<file path="config.mk">
export PLATFORM = sky130hd
export DESIGN_NAME = mem_arb
export DESIGN_NICKNAME = d
export VERILOG_FILES = /design/src/rtl/mem_arb.sv
export SDC_FILE = /design/constraint.sdc
export NUM_CORES = 1
export LEC_CHECK = 0
export ABC_CLOCK_PERIOD_IN_PS = 1700
export CAP_MARGIN = 25
export CORE_ASPECT_RATIO = 1.25
export CORE_MARGIN = 2
export CORE_UTILIZATION = 42
export CTS_BUF_LIST = sky130_fd_sc_hd__clkbuf_8
export DETAILED_ROUTE_END_ITERATION = 7
export PLACE_DENSITY_LB_ADDON = 0.25
export SLEW_MARGIN = 40
export SYNTH_ARGS = -nofsm -noshare
export SYNTH_HDL_FRONTEND = slang
export SYNTH_SLANG_ARGS = --single-unit
</file>
<file path="constraint.sdc">
create_clock -name clk -period 1.7 [get_ports clk]
set_input_delay 0.34 -clock clk [delete_from_list [all_inputs] [get_ports clk]]
set_output_delay 0.34 -clock clk [all_outputs]
set_load 0.01 [all_outputs]
</file>
<file path="src/rtl/mem_arb.sv">
// rtl/mem_arb.sv - two-port round-robin sequencer for the single-port data memory.
// Define MEM_ARB_FIXED_PRIO_EN to make port 0 always win contention instead.
module mem_arb #(
  parameter int AW      = 16,
  parameter int DW      = 16,
  parameter int MEM_LAT = 1
) (
  input  logic          clk,
  input  logic          rst_n,
  input  logic          req0_in,
  input  logic          we0_in,
  input  logic [AW-1:0] addr0_in,
  input  logic [DW-1:0] wdata0_in,
  output logic          gnt0_out,
  output logic          rvalid0_out,
  output logic [DW-1:0] rdata0_out,
  input  logic          req1_in,
  input  logic          we1_in,
  input  logic [AW-1:0] addr1_in,
  input  logic [DW-1:0] wdata1_in,
  output logic          gnt1_out,
  output logic          rvalid1_out,
  output logic [DW-1:0] rdata1_out,
  output logic          mem_en_out,
  output logic          mem_we_out,
  output logic [AW-1:0] mem_addr_out,
  output logic [DW-1:0] mem_wdata_out,
  input  logic [DW-1:0] mem_rdata_in
);

  localparam logic [1:0] S_IDLE  = 2'd0;
  localparam logic [1:0] S_ACC   = 2'd1;
  localparam logic [1:0] S_RWAIT = 2'd2;
  localparam logic [1:0] S_RRET  = 2'd3;

  localparam logic [2:0] LAT_M1 = 3'(MEM_LAT - 1);

  logic [1:0] state;
  logic       lp;
  logic       sel;
  logic [2:0] cnt;
  logic       pick;

  always_comb begin
`ifdef MEM_ARB_FIXED_PRIO_EN
    pick = ~req0_in;
`else
    // Contention goes to the port that was not served last.
    pick = (req0_in && req1_in) ? ~lp : req1_in;
`endif
  end

  // The memory pins double as the latched request; they are only loaded on selection.
  always_ff @(posedge clk or negedge rst_n) begin
    if (!rst_n) begin
      state         <= S_IDLE;
      lp            <= 1'b1;
      sel           <= 1'b0;
      cnt           <= 3'd0;
      gnt0_out      <= 1'b0;
      gnt1_out      <= 1'b0;
      rvalid0_out   <= 1'b0;
      rvalid1_out   <= 1'b0;
      rdata0_out    <= '0;
      rdata1_out    <= '0;
      mem_en_out    <= 1'b0;
      mem_we_out    <= 1'b0;
      mem_addr_out  <= '0;
      mem_wdata_out <= '0;
    end else begin
      gnt0_out    <= 1'b0;
      gnt1_out    <= 1'b0;
      rvalid0_out <= 1'b0;
      rvalid1_out <= 1'b0;
      mem_en_out  <= 1'b0;
      case (state)
        S_IDLE: begin
          if (req0_in || req1_in) begin
            sel           <= pick;
            mem_we_out    <= pick ? we1_in    : we0_in;
            mem_addr_out  <= pick ? addr1_in  : addr0_in;
            mem_wdata_out <= pick ? wdata1_in : wdata0_in;
            mem_en_out    <= 1'b1;
            gnt0_out      <= ~pick;
            gnt1_out      <= pick;
            state         <= S_ACC;
          end
        end
        S_ACC: begin
          lp <= sel;
          if (mem_we_out) begin
            state <= S_IDLE;
          end else begin
            cnt   <= LAT_M1;
            state <= (MEM_LAT == 1) ? S_RRET : S_RWAIT;
          end
        end
        S_RWAIT: begin
          cnt <= cnt - 3'd1;
          if (cnt == 3'd1) begin
            state <= S_RRET;
          end
        end
        S_RRET: begin
          if (sel) begin
            rvalid1_out <= 1'b1;
            rdata1_out  <= mem_rdata_in;
          end else begin
            rvalid0_out <= 1'b1;
            rdata0_out  <= mem_rdata_in;
          end
          state <= S_IDLE;
        end
        default: state <= S_IDLE;
      endcase
    end
  end

endmodule

</file>
# After elaboration in Yosys (flattened, before gate mapping)
# Cells that the tools add are included.
# totals
ff_bits	77
# classes
add_sub_neg	1
n_reduce_logical	9
eq_ne	7
n_bitwise	3
muxes	20
# op_table
cell	n
$mux 16	2
$mux 1	12
$reduce_and 2->1	5
$pmux 2 s4	1
$mux 2	3
$ne 2x2->1 const B	3
$pmux 3 s2	1
$eq 2x2->1 const B	2
$eq 3x1->1 const B	1
$mux 3	1
$not 1->1	3
$sub 3x1->3 const B	1
$eq 2x1->1 const B	1
$logic_not 2->1	1
$reduce_bool 2->1	1
$logic_and 1x1->1	1
$logic_or 1x1->1	1

# Longest topological paths before layout
# logic_depth
ltp_word	5
ltp_mapped	6
ltp_nobuf	4

# Least setup slack after synthesis
# OpenSTA, ideal clock, no wires.
# synth_timing
path_type	reg-to-reg
from	register state[0]
to	register rdata1_out[10]
arrival_time_ns	1.192
slack_ns	0.383
setup_ns	0.125
period_less_slack_ns	1.317
path_stages_with_launch	5
path_cell_list	dfrtp_1 -> buf_2 -> nand3_4 -> buf_2 -> mux2_2
# synth_between
elab_chain_cells	2
# synth_rtl
item	line_no	rtl
from (decl)	38	logic [1:0] state;
from (signal assigned)	95	state <= (MEM_LAT == 1) ? S_RRET : S_RWAIT;
$eq 2x2->1	76	case (state)
$reduce_and 2->1 (no line)	--	
to (signal assigned)	107	rdata1_out <= mem_rdata_in;
to (decl)	23	output logic [DW-1:0] rdata1_out,
# No other way between the ends.
# A chain may end at the register's enable or synchronous reset.

# Final worst setup path
# layout_timing
from	register mem_wdata_out[8]
to	output mem_wdata_out[8]
# layout_rtl
item	line_no	rtl
from (decl)	27	output logic [DW-1:0] mem_wdata_out,
from (signal assigned)	82	mem_wdata_out <= pick ? wdata1_in : wdata0_in;
# No word-level cell between the ends.

==> run summary <==
Along the worst path, the maximum fanout reaches 2. The final count of pins violating max slew was 0. The origin of the critical flop-to-flop path was state[1]$_DFFE_PN0P_. For the final count of hold timing violations, the log shows 0.

The run gives 8495 um^2 as the area of the die. The count of cells in the finished layout, fillers not included, comes to 555. The biggest area contributor in the post-synthesis netlist is sky130_fd_sc_hd__dfrtp_1. In this run the biggest area consumer among cell types represents 58.28% of the synthesized area.

The wire-length estimate of the detail-placed layout is 6328 um. The cell at the root of the clock tree was sky130_fd_sc_hd__clkbuf_8. In the synthesized netlist the dominant register cell turns out to be sky130_fd_sc_hd__dfrtp_1. Entering global routing, the biggest net connects 37 pins.

After clock tree synthesis, the clock-pin slew on the worst setup and hold paths is 80 ps. Setup repair after global routing left no endpoint under its margin. The tool flagged a number of max-cap violations equal to 0.

After detailed routing, the number of remaining DRC violations is 0. The number of port buffers came out at 155. The cell area that synthesis handed to floorplanning was 3263 um^2. The fraction of the cycle the final worst path needs is 94.78%, and the distinct cell type count of the synthesized netlist is 30. The proportion of power drawn by combinational gates was 47.8%; the horizontal extent of the die was 82.84 um.

After detailed placement, the design holds a cell count of 538. In the global route stage, overall resource usage came out at 20.29%. The total net switching power is 3028 uW, and the average wire length per cell after detail routing is 15.25 um.

For this run, the number of Yosys warnings is 0. Count of state elements after synthesis: 77. After the first detailed-routing iteration, the DRC count stood at 120. By area the synthesized netlist is led by sky130_fd_sc_hd__dfrtp_1 (58%), sky130_fd_sc_hd__mux2_2 (11%), sky130_fd_sc_hd__nand2_1 (7.8%). Clock skew on the completed layout was measured at 6.074 ps. Detailed routing inserted a total of 2,838 vias.

After filler insertion, the fill cell instance count of the layout stands at 590. In the final design database the tool counted 546 nets. The net count after synthesis came out at 385. The tools report the clock latency reported for the late side of the worst-skew pair as 340 ps. The run gives 3 as the number of levels in the clock H-tree.

The floorplan has 35 rows. The tools report the number of antenna violations at the first check in global routing as 0. Among cell families on the critical path, the largest total delay comes from buffers and inverters.

The data arrival at the endpoint of the critical path is 1270 ps. Timing would allow up to 620.6 MHz. STA classifies the critical path startpoint as a flip-flop.

The worst pin sits at a relative slew slack of 63.91%. The tools report the total congestion overflow as 0. The proportion of synthesized chip area in sequential cells was 59.09%. The fraction of registers with async set/reset is 100.0%, and the leakage power is 0.002212 uW. The critical setup path kind is flip-flop to output port. Buffering stage count on the worst path with inverters included: 1. The area growth from synthesis to final layout was 58.97%; the vias per cell was 5.114. At the worst endpoint, the required time is 1360 ps.

Registers take 1928 um^2. After detailed placement, the total cell area comes to 4966 um^2. The cell count of the worst reg-to-reg path came out at 4. Clock tree synthesis inserted a total of 9 buffers. The congestion estimate from routability-driven global placement came to 0.7466.

The count of boundary I/O pins came out at 156. TritonCTS built the clock tree. In this run, the clock network consumes 15.6% of the power.

The repair_antennas step left the layout with diodes totalling 0. The routed design has 8462 um of wire. The first-pass iteration count of the detailed router was 4. The total area inside the core boundary comes to 7445 um^2. Once detail routing completed, the nets flagged for antenna violations numbered 0. The fraction of layout cells with a size suffix above 1 was 15.55%. Internal power comes to 5933 uW.

The type of the tightest min-delay check was input pin to asynchronous set/reset pin. After routing the design area is 5187 um^2. The peak ir drop on the vdd network was 0.0008994 V. In the synthesized netlist, the number of instances is 297. On the critical path, the stage with the largest delay is an instance of sky130_fd_sc_hd__clkdlybuf4s50_1. In this run the critical register-to-register path is captured at mem_addr_out[6]$_DFFE_PN0P_.

Setup violations remaining at the end of the flow were counted as 0. The signal on the critical path passes through clkdlybuf4s50_1. Power share of the sequential group: 36.6%.

The maximum count of clock buffers along a single path is 2, and the starting density of the core is 43.83%. The multi-input combinational cells in the finished layout cover a total of 1201 um^2. Net switching is 33.79% of the power.

The power per cell area was 1727 nW/um^2; the measured slew at the worst slew-check pin was 540.6 ps. The number of global-route vias before repair is 2,960. A synthesized cell averages 10.99 um^2. The register-to-register setup slack is 210 ps. The wire length of the first global-routing pass was 13,860 um. The overall die height works out to 102.6 um. The flow ran to the end, and the final reports show no timing, DRC or antenna violations. The clock sink count was 77; the number of synthesized flops with an enable pin was 0.

Endpoint kind of the worst setup timing path: an output port. The largest single stage delay on the critical path is 570 ps. The clock period minus final worst setup slack came out at 1611 ps.
## how the worst max path moves through the flow
stage | cells past startpoint | slack [ps] | endpoint | startpoint
2_1_floorplan | 4 | 380 | rdata1_out[10]$_DFFE_PN0P_ | state[0]$_DFFE_PN0P_
3_3_place_gp | 5 | -30 | mem_wdata_out[5]$_DFFE_PN0P_ | req0_in
3_5_place_dp | 5 | -150 | mem_addr_out[5]$_DFFE_PN0P_ | req0_in
4_1_cts | 1 | 20 | mem_we_out | mem_we_out$_DFFE_PN0P_
5_1_grt | 1 | 30 | mem_addr_out[0] | mem_addr_out[0]$_DFFE_PN0P_
6_report | 1 | 90 | mem_wdata_out[8] | mem_wdata_out[8]$_DFFE_PN0P_
## cells in the mapped netlist, types with 2 or more instances
| library cell | number |
|---|---|
| sky130_fd_sc_hd__a21oi_1 | 36 |
| sky130_fd_sc_hd__a31oi_1 | 33 |
| sky130_fd_sc_hd__buf_2 | 11 |
| sky130_fd_sc_hd__buf_4 | 5 |
| sky130_fd_sc_hd__clkbuf_1 | 5 |
| sky130_fd_sc_hd__dfrtp_1 | 76 |
| sky130_fd_sc_hd__ha_1 | 2 |
| sky130_fd_sc_hd__inv_1 | 5 |
| sky130_fd_sc_hd__mux2_2 | 32 |
| sky130_fd_sc_hd__nand2_1 | 68 |
| sky130_fd_sc_hd__nand3b_1 | 2 |
| sky130_fd_sc_hd__nor2_1 | 3 |
| sky130_fd_sc_hd__o21ai_0 | 2 |
## flip-flops by register name (all words and copies together), names as in the netlist
signal / cells
state: 2
rdata1_out: 16
mem_en_out: 1
gnt1_out: 1
rdata0_out: 16
mem_wdata_out: 16
sel: 1
mem_we_out: 1
rvalid0_out: 1
gnt0_out: 1
mem_addr_out: 16
rvalid1_out: 1
cnt: 3
lp: 1
## stage by stage
stage                     utilization (%)  TNS [ps]  hold slack, ps  power [uW]  setup WS [ps]
after CTS                           69.65         0           508.8        9071          20.23
final                               69.68         0           494.9        8961          88.68
after floorplan                         -         0           44.41        5255          382.9
after detailed placement            66.71     -3508           332.3        7643         -146.8
after global placement              66.71     -1021           324.1        7476         -34.27
after global routing                69.68         0           513.0        9576          34.41
## metal layers
layer  wire [um]  up-vias  track usage, %
met4         128        0           6.305
met2        4063      144           33.68
met3         768       12           7.846
li1            -     1352               -
met1        3501     1330           24.84
met5           0        -               0
## cell usage in the layout (no fill, tap or decap), drive strengths merged, types with 3 or more instances in the layout
cell type / n
a31oi: 33
clkdlybuf4s50: 153
a21oi: 36
nand3b: 3
dfrtp: 76
nor2: 4
buf: 16
inv: 7
clkbuf: 10
nand2: 68
mux2: 32
## power groups by stage
| stage | Clock [uW] | Sequential (uW) | Combinational (uW) |
|---|---|---|---|
| 5_1_grt | 1530 | 3410 | 4630 |
| 2_1_floorplan | 0 | 3610 | 1640 |
| 3_5_place_dp | 0 | 3310 | 4330 |
| 4_1_cts | 1440 | 3280 | 4350 |
| 3_3_place_gp | 0 | 3260 | 4220 |
| 6_report | 1400 | 3280 | 4280 |
## repair_timing
item	CTS	global route
setup buffers	0	0
resized for setup	0	1
endpoints found under the setup margin	0	1
hold endpoints to repair	32	0
hold buffers	1	0
## cell type report
class	instances	share of cell area, %
flip-flops and latches	77	37.17
repair buffers	171	33.00
multi-input cells	193	23.15
clock buffers	10	2.653
well taps	92	2.219
clock inverters	6	1.375
inverters	6	0.4342
## kinds of logic (layout without fill, tap and decap cells)
| kind of cell | after synthesis | after routing | synth area share (%) |
|---|---|---|---|
| buffers and inverters | 27 | 193 | 4.103 |
| multiplexers | 32 | 32 | 11.04 |
| AND/OR/NAND/NOR | 81 | 81 | 10.93 |
| XOR/XNOR | 1 | 1 | 0.2685 |
| adder cells (fa/ha/maj) | 2 | 2 | 0.7667 |
| flip-flops | 77 | 77 | 59.09 |
| AO/OA/AOI/OAI | 77 | 77 | 13.80 |
(Power assumes the default switching activity.)
